<file path="config.mk">
export PLATFORM = sky130hd
export DESIGN_NAME = tdm_demux4_flat
export DESIGN_NICKNAME = d
export VERILOG_FILES = /design/src/rtl/tdm_demux4_pkg.sv /design/src/rtl/tdm_demux4_if.sv /design/src/rtl/tdm_demux4_slot_ctr.sv /design/src/rtl/tdm_demux4.sv /design/src/flat_wrapper.sv
export SDC_FILE = /design/constraint.sdc
export NUM_CORES = 1
export LEC_CHECK = 0
export ABC_AREA = 1
export BUFFER_PORTS_ARGS = -buffer_cell sky130_fd_sc_hd__buf_2
export CAP_MARGIN = 20
export CORE_MARGIN = 2
export CORE_UTILIZATION = 58
export CTS_CLUSTER_SIZE = 20
export DETAILED_ROUTE_END_ITERATION = 8
export HOLD_SLACK_MARGIN = 0.08
export PLACE_DENSITY = 0.93
export SLEW_MARGIN = 20
export SYNTH_ARGS = -nofsm -noshare
export SYNTH_HDL_FRONTEND = slang
export SYNTH_HIERARCHICAL = 1
export SYNTH_SLANG_ARGS = --single-unit
</file>
<file path="constraint.sdc">
create_clock -name clk -period 4.1 [get_ports clk]
set_clock_uncertainty 0.05 [all_clocks]
set_input_delay 0.615 -clock clk [delete_from_list [all_inputs] [get_ports clk]]
set_output_delay 0.615 -clock clk [all_outputs]
set_load 0.01 [all_outputs]
</file>
<file path="src/rtl/tdm_demux4_pkg.sv">
// tdm_demux_pkg: shared types and constants for the 1:4 TDM demultiplexer
package tdm_demux_pkg;
  localparam int SLOT_W = 2;
  localparam int DEF_WIDTH = 8;
  localparam logic [SLOT_W-1:0] SLOT_A = 2'b00;
  localparam logic [SLOT_W-1:0] SLOT_B = 2'b01;
  localparam logic [SLOT_W-1:0] SLOT_C = 2'b10;
  localparam logic [SLOT_W-1:0] SLOT_D = 2'b11;
  typedef enum logic {HUNT, LOCKED} state_e;
endpackage

</file>
<file path="src/rtl/tdm_demux4_if.sv">
// tdm_demux4_if: serial sample input and parallel frame output bundle
interface tdm_demux4_if #(parameter int WIDTH = tdm_demux_pkg::DEF_WIDTH);
  logic [WIDTH-1:0] din;
  logic din_valid;
  logic sync;
  logic [WIDTH-1:0] a;
  logic [WIDTH-1:0] b;
  logic [WIDTH-1:0] c;
  logic [WIDTH-1:0] d;
  logic s0;
  logic s1;
  logic frame_valid;
  logic locked;
  logic sync_err;
  modport master (
    output din, din_valid, sync,
    input a, b, c, d, s0, s1, frame_valid, locked, sync_err
  );
  modport slave (
    input din, din_valid, sync,
    output a, b, c, d, s0, s1, frame_valid, locked, sync_err
  );
endinterface

</file>
<file path="src/rtl/tdm_demux4_slot_ctr.sv">
// tdm_slot_ctr: 2-bit wrapping slot counter with clear, re-align load and enable
module tdm_slot_ctr
  import tdm_demux_pkg::*;
(
  input  logic              clk,
  input  logic              rst,
  input  logic              i_en,
  input  logic              i_load,
  input  logic              i_clr,
  output logic [SLOT_W-1:0] o_slot
);
  logic [SLOT_W-1:0] r_slot;
  // a sync sample always occupies slot a, so re-align lands on slot b
  always_ff @(posedge clk or posedge rst)
    if (rst) r_slot <= SLOT_A;
    else if (i_clr) r_slot <= SLOT_A;
    else if (i_load) r_slot <= SLOT_B;
    else if (i_en) r_slot <= r_slot + 1'b1;
  assign o_slot = r_slot;
endmodule

</file>
<file path="src/rtl/tdm_demux4.sv">
// tdm_demux4: aligns a 4-slot TDM stream on sync and presents whole frames on a..d
module tdm_demux4
  import tdm_demux_pkg::*;
#(
  parameter int WIDTH = DEF_WIDTH
) (
  input logic        clk,
  input logic        rst,
  tdm_demux4_if.slave bus
);
  state_e r_state, w_next;
  logic [SLOT_W-1:0] w_slot;
  logic w_load, w_en, w_clr, w_err, w_done;
  logic [WIDTH-1:0] r_sa, r_sb, r_sc, r_a, r_b, r_c, r_d;
  logic r_fv, r_err;
  tdm_slot_ctr u_ctr (
    .clk    (clk),
    .rst    (rst),
    .i_en   (w_en),
    .i_load (w_load),
    .i_clr  (w_clr),
    .o_slot (w_slot)
  );
  always_ff @(posedge clk or posedge rst)
    if (rst) r_state <= HUNT;
    else r_state <= w_next;
  always_comb begin
    w_next = r_state;
    w_load = 1'b0;
    w_en = 1'b0;
    w_clr = 1'b0;
    w_err = 1'b0;
    w_done = 1'b0;
    if (bus.din_valid) begin
      if (bus.sync) begin
        w_load = 1'b1;
        w_next = LOCKED;
        w_err = (r_state == LOCKED) && (w_slot != SLOT_A);
      end else if (r_state == LOCKED) begin
        w_err = (w_slot == SLOT_A);
        w_clr = w_err;
        w_next = w_err ? HUNT : LOCKED;
        w_en = !w_err;
        w_done = (w_slot == SLOT_D);
      end
    end
  end
  // slot d has no staging register: it goes straight to d with the rest
  always_ff @(posedge clk or posedge rst)
    if (rst) begin
      r_sa <= '0;
      r_sb <= '0;
      r_sc <= '0;
      r_a <= '0;
      r_b <= '0;
      r_c <= '0;
      r_d <= '0;
      r_fv <= 1'b0;
      r_err <= 1'b0;
    end else begin
      if (w_load) r_sa <= bus.din;
      if (w_en && w_slot == SLOT_B) r_sb <= bus.din;
      if (w_en && w_slot == SLOT_C) r_sc <= bus.din;
      if (w_done) begin
        r_a <= r_sa;
        r_b <= r_sb;
        r_c <= r_sc;
        r_d <= bus.din;
      end
      r_fv <= w_done;
      r_err <= w_err;
    end
  assign bus.a = r_a;
  assign bus.b = r_b;
  assign bus.c = r_c;
  assign bus.d = r_d;
  assign bus.s0 = w_slot[1];
  assign bus.s1 = w_slot[0];
  assign bus.frame_valid = r_fv;
  assign bus.locked = (r_state == LOCKED);
  assign bus.sync_err = r_err;
endmodule

</file>
<file path="src/flat_wrapper.sv">
// flat-port wrapper written by rule: the top's interface ports become plain ports
module tdm_demux4_flat import tdm_demux_pkg::*;
#(
  parameter int WIDTH = DEF_WIDTH
)
  (clk, rst, bus_din, bus_din_valid, bus_sync, bus_a, bus_b, bus_c, bus_d, bus_s0, bus_s1, bus_frame_valid, bus_locked, bus_sync_err);
  tdm_demux4_if #(.WIDTH(WIDTH)) bus_i ();
  input logic clk;
  input logic rst;
  input wire logic [$bits(bus_i.din)-1:0] bus_din;
  input wire logic [$bits(bus_i.din_valid)-1:0] bus_din_valid;
  input wire logic [$bits(bus_i.sync)-1:0] bus_sync;
  output wire logic [$bits(bus_i.a)-1:0] bus_a;
  output wire logic [$bits(bus_i.b)-1:0] bus_b;
  output wire logic [$bits(bus_i.c)-1:0] bus_c;
  output wire logic [$bits(bus_i.d)-1:0] bus_d;
  output wire logic [$bits(bus_i.s0)-1:0] bus_s0;
  output wire logic [$bits(bus_i.s1)-1:0] bus_s1;
  output wire logic [$bits(bus_i.frame_valid)-1:0] bus_frame_valid;
  output wire logic [$bits(bus_i.locked)-1:0] bus_locked;
  output wire logic [$bits(bus_i.sync_err)-1:0] bus_sync_err;
  assign bus_i.din = bus_din;
  assign bus_i.din_valid = bus_din_valid;
  assign bus_i.sync = bus_sync;
  assign bus_a = bus_i.a;
  assign bus_b = bus_i.b;
  assign bus_c = bus_i.c;
  assign bus_d = bus_i.d;
  assign bus_s0 = bus_i.s0;
  assign bus_s1 = bus_i.s1;
  assign bus_frame_valid = bus_i.frame_valid;
  assign bus_locked = bus_i.locked;
  assign bus_sync_err = bus_i.sync_err;
  tdm_demux4 #(.WIDTH(WIDTH)) u_core (.clk(clk), .rst(rst), .bus(bus_i));
endmodule
</file>
# After elaboration in Yosys (flattened, before gate mapping)
# Cells that the tools add are included.
# op_classes
div,0
n_lt_le_gt_ge,0
eq_ne,3
addsub,1
n_bitwise,0
mul,0
muxes,19
shift,0
n_reduce_logical,7
# ops
op,count
two-way mux 1 bit,16
two-way mux 2 bit,3
== test 2 bit (second input constant),2
logical AND 1 bit,3
nonzero test 3 bit,1
adder 2 x 1 -> 2 bit (second input constant),1
== test 2 x 1 -> 1 bit (second input constant),1
logical NOT 2 bit,1
nonzero test 2 bit,1
logical NOT 1 bit,1
# word_totals
rom_bits,0
n_memories,0
inputBits,12
ramBits,0
word_cells,41
latch_bits,0
regBits,61
output_inout_bits,37

# Logic depth before layout (Yosys ltp)
# Gate-level depths: netlist of run 1.
# logic_depth
word_depth,8
mapped_depth,9

# By module
# Netlist of run 1, hierarchy kept.
# by_module_without_submodules
mod,area_each_um2,n_inst,cells_per_inst,seq_area_each_um2
tdm_demux4,2358.5,1,264,1476.4
tdm_slot_ctr,111.4,1,17,50.0

# Least setup slack after synthesis of run 1
# No wires, ideal clock.
# synth_path
path_kind,in2reg
start,in bus_din_valid
end,reg u_core.u_ctr.r_slot[1] (netlist: u_core/u_ctr/o_slot[1])
slack_ns,2.508
arrival_time_ns,1.423
required_time_ns,3.931
stages,8
path_cell_list,nand2_1 > nor2_4 > buf_2 > inv_1 > nor2_1 > nand3_1 > nand2_1 > nor2_1
# synth_between
elab_cells_between_ends,6
classes_between,mux (5); reduce/logical (1)
# synth_rtl
element,line,rtl
from (decl),flat_wrapper.sv:11,input wire logic [$bits(bus_i.din_valid)-1:0] bus_din_valid;
two-way mux 1 bit,tdm_demux4.sv:34,if (bus.din_valid) begin
named net u_core.w_en,tdm_demux4.sv:13,"logic w_load, w_en, w_clr, w_err, w_done;"
nonzero test 3 bit (no line),--,
to (signal assigned),tdm_demux4_slot_ctr.sv:18,else if (i_en) r_slot <= r_slot + 1'b1;
to (decl),tdm_demux4_slot_ctr.sv:12,logic [SLOT_W-1:0] r_slot;
# The timed path passes the listed nets, and every way through them passes these cells.
# A chain may end at the register's enable or synchronous reset.

# Worst setup path after layout of run 1
# layout_path
start,reg u_core.u_ctr.r_slot[0] (netlist: u_core/u_ctr/o_slot[0])
end,reg u_core.r_d[6] (netlist: u_core/bus.d[6])
# layout_between
elab_chain_len,4
# layout_lines
element,line,rtl
== test 2 bit,tdm_demux4.sv:44,w_done = (w_slot == SLOT_D);
two-way mux 1 bit,tdm_demux4.sv:39,end else if (r_state == LOCKED) begin
two-way mux 1 bit,tdm_demux4.sv:35,if (bus.sync) begin
two-way mux 1 bit,tdm_demux4.sv:34,
to (signal assigned),tdm_demux4.sv:68,r_d <= bus.din;
to (decl),tdm_demux4.sv:14,"logic [WIDTH-1:0] r_sa, r_sb, r_sc, r_a, r_b, r_c, r_d;"
# No other way between the ends.

==> results.json, run 1 <==
{
  "drive_gt1_frac": 0.208,
  "syn_area_per_cell_sq_um": 8.79,
  "cts.repair.resized": 0,
  "ys_top_cells_by_area": "dfrtp_1 (62%), nand2_1 (20%), nand3_1 (10%)",
  "cts_buffer_depth": 2,
  "whs_ns": 0.416,
  "grt_pass1_vias": 1975,
  "clk_pin_slew_ns": 0.06,
  "num_rows": 23,
  "setup-tns-final_ns": 0,
  "die_area_sq_um": 4800,
  "fin_area_sq_um": 2900,
  "layout_commonest_cell": "nand2_1",
  "cp.required_ns": 4.26,
  "setup.worst_path.end_class": "register",
  "yosysUniqueCellTypes": 15,
  "post-dp-hpwl_um": 3530,
  "dr.pass1.iters": 4,
  "rrSetupSlack_ns": 1.79,
  "cts.sinks": 61,
  "antenna_found_initial": 0,
  "dpl-instance-area_sq_um": 2710,
  "reg2reg_depth": 5,
  "dp.cells": 369,
  "grt_use_total": 0.246,
  "clock.fmax_mhz": 433,
  "min_path_cells": 2,
  "area_growth_syn_to_layout_pct": 17.3,
  "worst_setup_path_start_kind": "register",
  "nFillCells": 300,
  "utilization": 0.714,
  "fin_cells": 386,
  "slew_viol_final": 0,
  "ios": 49,
  "synth-compound-area-share": 0.00709,
  "slew_headroom": 0.375,
  "holdCritStartpoint": "u_core/bus.c[1]$_DFFE_PP0P_",
  "htree_num_levels": 3,
  "crit_type": "register to register",
  "ys_warn_count": 6,
  "cts_made_buffers": 9,
  "maxCapViolCount": 0,
  "hold_path.class": "register to register",
  "synthAdderAreaFrac": 0,
  "hold_buffers": 1,
  "drt-wirelength-per-cell_um": 13.6,
  "wirelength_um": 5260,
  "cts_tree": "built",
  "tightest_slew_ns": 0.936,
  "drt_iter0_drc": 177,
  "final_cell_mix": "nand2_1 (132), dfrtp_1 (61), nand3_1 (51)",
  "routabilityCongestion": 0.795,
  "clock_latency_ns": 0.33,
  "powerDensity_nw_per_um2": 605,
  "synth-simple-area-share": 0.322,
  "cp_max_fo": 33,
  "cp.arrival_ns": 2.47,
  "core_area_sq_um": 4060,
  "rr_endpoint": "u_core/bus.d[6]$_DFFE_PP0P_",
  "cts_root_buf": "clkbuf_8",
  "vias": 2031,
  "layout.nets": 343,
  "syn_area_sq_um": 2470,
  "reg2reg_from": "u_core/u_ctr/o_slot[0]$_DFFE_PP0P_",
  "status": "finished, final reports clean",
  "seq_area_frac_synth": 0.618,
  "ir_drop_uv": 362,
  "muxShareOfSynthArea": 0,
  "period_minus_slack_ns": 2.31,
  "drc": 0,
  "synth_fp_nets": 293,
  "synthCells": 281,
  "rsz0062_at_grt": "false",
  "synth_top_family_by_area": "simple AND/OR/NAND/NOR gates",
  "setup_viol": 0,
  "antenna_cells": 0,
  "synth_top_area_frac": 0.618,
  "grt_pass1_wl_um": 9110,
  "hold_path_end": "u_core/bus.c[1]$_DFFE_PP0P_",
  "grt_max_degree": 45,
  "yosysTopAreaCell": "dfrtp_1",
  "fin_crit_sh": 0.564,
  "p_leak_nw": 1.74,
  "drtAntennaViolNets": 0,
  "initial_core_util": 0.609,
  "cts_setup_buffers": 0,
  "hold_viol": 0,
  "yosys.area_share.xor_xnor": 0,
  "die_w_um": 69.3,
  "overflow": 0,
  "vias_per_cell": 5.26,
  "port_buffers": 48,
  "ys_seq_elements": 61,
  "die_h_um": 69.3
}
-- report_power, final --
group	switching [W]	leakage [nW]	internal, W	total (W)
registers	0.000101	0.814	0.000763	0.000864
clock network	0.000217	0.0921	0.000249	0.000466
logic	0.000270	0.839	0.000152	0.000422
total	0.000589	1.74	0.00116	0.00175
-- state kept, by name, indices dropped and copies added (netlist names) --
signal / cells
u_core/bus.frame_valid: 1
u_core/bus.d: 8
u_core/bus.sync_err: 1
u_core/r_sc: 8
u_core/bus.b: 8
u_core/r_sa: 8
u_core/bus.a: 8
u_core/u_ctr/o_slot: 2
u_core/r_sb: 8
u_core/bus.c: 8
u_core/bus.locked: 1
-- cells in the mapped netlist --
| library cell | n |
|---|---|
| nand2_1 | 132 |
| dfrtp_1 | 61 |
| nand3_1 | 51 |
| inv_1 | 13 |
| buf_2 | 8 |
| nor2_1 | 4 |
| buf_6 | 3 |
| nor2_2 | 2 |
| a21oi_1 | 1 |
| clkbuf_1 | 1 |
| clkinv_1 | 1 |
| nand2_2 | 1 |
| nor2_4 | 1 |
| o211ai_1 | 1 |
| o21ai_0 | 1 |
-- how the worst max path moves through the flow --
stage	slack, ns	start	cells past startpoint	endpoint
CTS	1.79	u_core/u_ctr/o_slot[0]$_DFFE_PP0P_	5	u_core/bus.d[6]$_DFFE_PP0P_
global route	1.49	u_core/u_ctr/o_slot[0]$_DFFE_PP0P_	5	u_core/bus.d[6]$_DFFE_PP0P_
floorplan	1.98	rst	1	u_core/bus.a[0]$_DFFE_PP0P_
global placement	1.74	bus_din_valid	7	u_core/bus.c[3]$_DFFE_PP0P_
detailed placement	1.66	bus_din_valid	7	u_core/bus.d[0]$_DFFE_PP0P_
finish	1.79	u_core/u_ctr/o_slot[0]$_DFFE_PP0P_	5	u_core/bus.d[6]$_DFFE_PP0P_
-- layer usage --
layer  global-route usage  vias up  part of all wire
met4                0.137        0             0.031
met3               0.0669       15             0.057
met1                0.311      963              0.41
met5                    0        -                 0
li1                     -      988                 -
met2                0.386       65              0.50
-- layout make-up --
cell class	count	area (sq um)	area share
flip-flops and latches	61	1530	0.527
multi-input cells	194	813	0.281
repair buffers	51	265	0.0915
clock buffers	12	155	0.0535
well taps	50	62.6	0.0216
inverters	14	52.6	0.0181
clock inverters	4	22.5	0.00777
-- through the flow --
step	total power (W)	setup slack, ns
CTS	0.00177	1.79
floorplan	0.00112	1.98
global route	0.00187	1.49
finish	0.00175	1.79
global placement	0.00126	1.74
detailed placement	0.00129	1.66
-- logic make-up (layout without fill, tap and decap cells) --
logic type,after synthesis,after routing
AND/OR/NAND/NOR,191,191
buffers and inverters,26,81
flip-flops,61,61
AO/OA/AOI/OAI,3,3
-- critical path: stages (launching register included) --
cell	delay, ns
dfrtp_1	0.48
nand2_1	0.09
inv_1	0.69
nand2_2	0.58
nand2_1	0.22
nand2_1	0.08
Power figures use the tool's default switching activity.
==> run 2: changes to the inputs <==
Settings changed: CORE_UTILIZATION 58 to 49, PLACE_DENSITY 0.93 to 0.85.
Clock period 4.1 ns to 1.9 ns, I/O delays scaled along.
==> results.json, run 2 (synthesis gave the netlist of run 1 again) <==
{
  "maxCapViolCount": 0,
  "drt_iter0_drc": 166,
  "cts_made_buffers": 9,
  "wirelength_um": 5310,
  "crit_type": "register to register",
  "layout_commonest_cell": "nand2_1",
  "p_total_w": 0.00397,
  "tightest_slew_ns": 0.474,
  "worst_setup_path_start_kind": "register",
  "layout.nets": 348,
  "grt_pass1_wl_um": 8990,
  "cp.arrival_ns": 1.68,
  "ios": 49,
  "cts.sinks": 61,
  "slew_headroom": 0.684,
  "port_buffers": 48,
  "routabilityCongestion": 0.773,
  "cts_root_buf": "clkbuf_8",
  "initial_core_util": 0.516,
  "vias_per_cell": 5.01,
  "vias": 2045,
  "drt-wirelength-per-cell_um": 13.0,
  "fin_crit_sh": 0.792,
  "slew_viol_final": 0,
  "cp_max_fo": 9,
  "status": "finished, final reports clean",
  "dpl-instance-area_sq_um": 2780,
  "antenna_found_initial": 0,
  "overflow": 0,
  "period_minus_slack_ns": 1.51,
  "fin_area_sq_um": 3000,
  "num_rows": 25,
  "rsz0062_at_grt": "false",
  "post-dp-hpwl_um": 3590,
  "worstSetupStartpoint": "u_core/u_ctr/o_slot[0]$_DFFE_PP0P_",
  "setup_viol": 0,
  "setup.worst_path.end_class": "register",
  "ir_drop_uv": 747,
  "drtAntennaViolNets": 0,
  "die_w_um": 75.0,
  "clock_latency_ns": 0.33,
  "dr.pass1.iters": 5,
  "die_h_um": 75.0,
  "drive_gt1_frac": 0.220,
  "die_area_sq_um": 5620,
  "hold_viol": 0,
  "setup-tns-final_ns": 0,
  "p_leak_nw": 1.79,
  "reg2reg_from": "u_core/u_ctr/o_slot[0]$_DFFE_PP0P_",
  "grt_max_degree": 40,
  "antenna_cells": 0,
  "grt_use_total": 0.219,
  "core_area_sq_um": 4790,
  "grt_pass1_vias": 1927,
  "area_growth_syn_to_layout_pct": 21.6,
  "holdCritStartpoint": "bus_din_valid",
  "cts_buffer_depth": 2,
  "cts_tree": "built",
  "hold_path.class": "input pin to register",
  "clk_pin_slew_ns": 0.06,
  "cp.required_ns": 2.07,
  "final_cell_mix": "nand2_1 (132), dfrtp_1 (61), nand3_1 (51)",
  "htree_num_levels": 3,
  "drc": 0,
  "clock.fmax_mhz": 664,
  "nFillCells": 410,
  "powerDensity_nw_per_um2": 1320
}
## run 2: cell count changes in the layout (fill, tap and decap cells not counted), sizes merged
cell	before	now
clkbuf	12	13
clkinv	4	2
bufinv	0	1
buf	50	55
## run 2: final cells by class
type,count,area [sq um],area share
flip-flops and latches,61,1530,0.508
multi-input cells,194,813,0.271
repair buffers,56,315,0.105
clock buffers,13,169,0.0563
well taps,67,83.8,0.0279
inverters,14,52.6,0.0175
clock inverters,3,42.5,0.0142
## run 2: path summary, 6_finish.rpt
| path | to | slack [ns] | cells after the start |
|---|---|---|---|
| setup / recovery | u_core/r_sb[2]$_DFFE_PP0P_ | 0.39 | 5 |
| hold / removal | u_core/bus.locked$_DFFE_PP0P_ | 0.14 | 2 |
| setup reg to reg | u_core/r_sb[2]$_DFFE_PP0P_ | 0.39 | 5 |
| hold reg to reg | u_core/bus.d[7]$_DFFE_PP0P_ | 0.42 | 2 |
| max in group asynchronous | u_core/bus.d[0]$_DFFE_PP0P_ | 0.76 | 4 |
| min in group asynchronous | u_core/u_ctr/o_slot[1]$_DFFE_PP0P_ | 0.32 | 3 |
## run 2: stage by stage
stage / util / cells / hold WS (ns) / setup slack, ns
after floorplan: - / 281 / -0.0238 / 0.109
after global placement: 0.581 / 391 / 0.102 / 0.384
after detailed placement: 0.581 / 391 / 0.109 / 0.364
after CTS: 0.627 / 408 / 0.119 / 0.394
after global routing: 0.627 / 408 / 0.143 / 0.225
final: 0.627 / 408 / 0.138 / 0.395
## run 2: power by group
group          internal [W]  total (W)  switching (W)
Clock              0.000711    0.00119       0.000481
Combinational      0.000344   0.000922       0.000578
Sequential          0.00165    0.00186       0.000210
Total               0.00270    0.00397        0.00127
## run 2: what timing repair did
action / in CTS / in global routing
buffers inserted: 0 / 0
hold buffers: 1 / 0
gates resized for setup: 0 / 0
setup endpoints to repair: 0 / 0
hold endpoints to repair: 22 / 0
## run 2: critical path: stages (launching register included)
cell and delay [ns]:
dfrtp_1 0.47, inv_1 0.10, nor2_2 0.31, nand2_1 0.27
nand2_1 0.13, nand2_1 0.05
## run 2: metal layers
layer | vias to the layer above | track usage | share of wire
met5 | - | 0 | 0
met3 | 7 | 0.0602 | 0.057
li1 | 998 | - | -
met2 | 62 | 0.344 | 0.48
met4 | 0 | 0.0833 | 0.017
met1 | 978 | 0.293 | 0.44
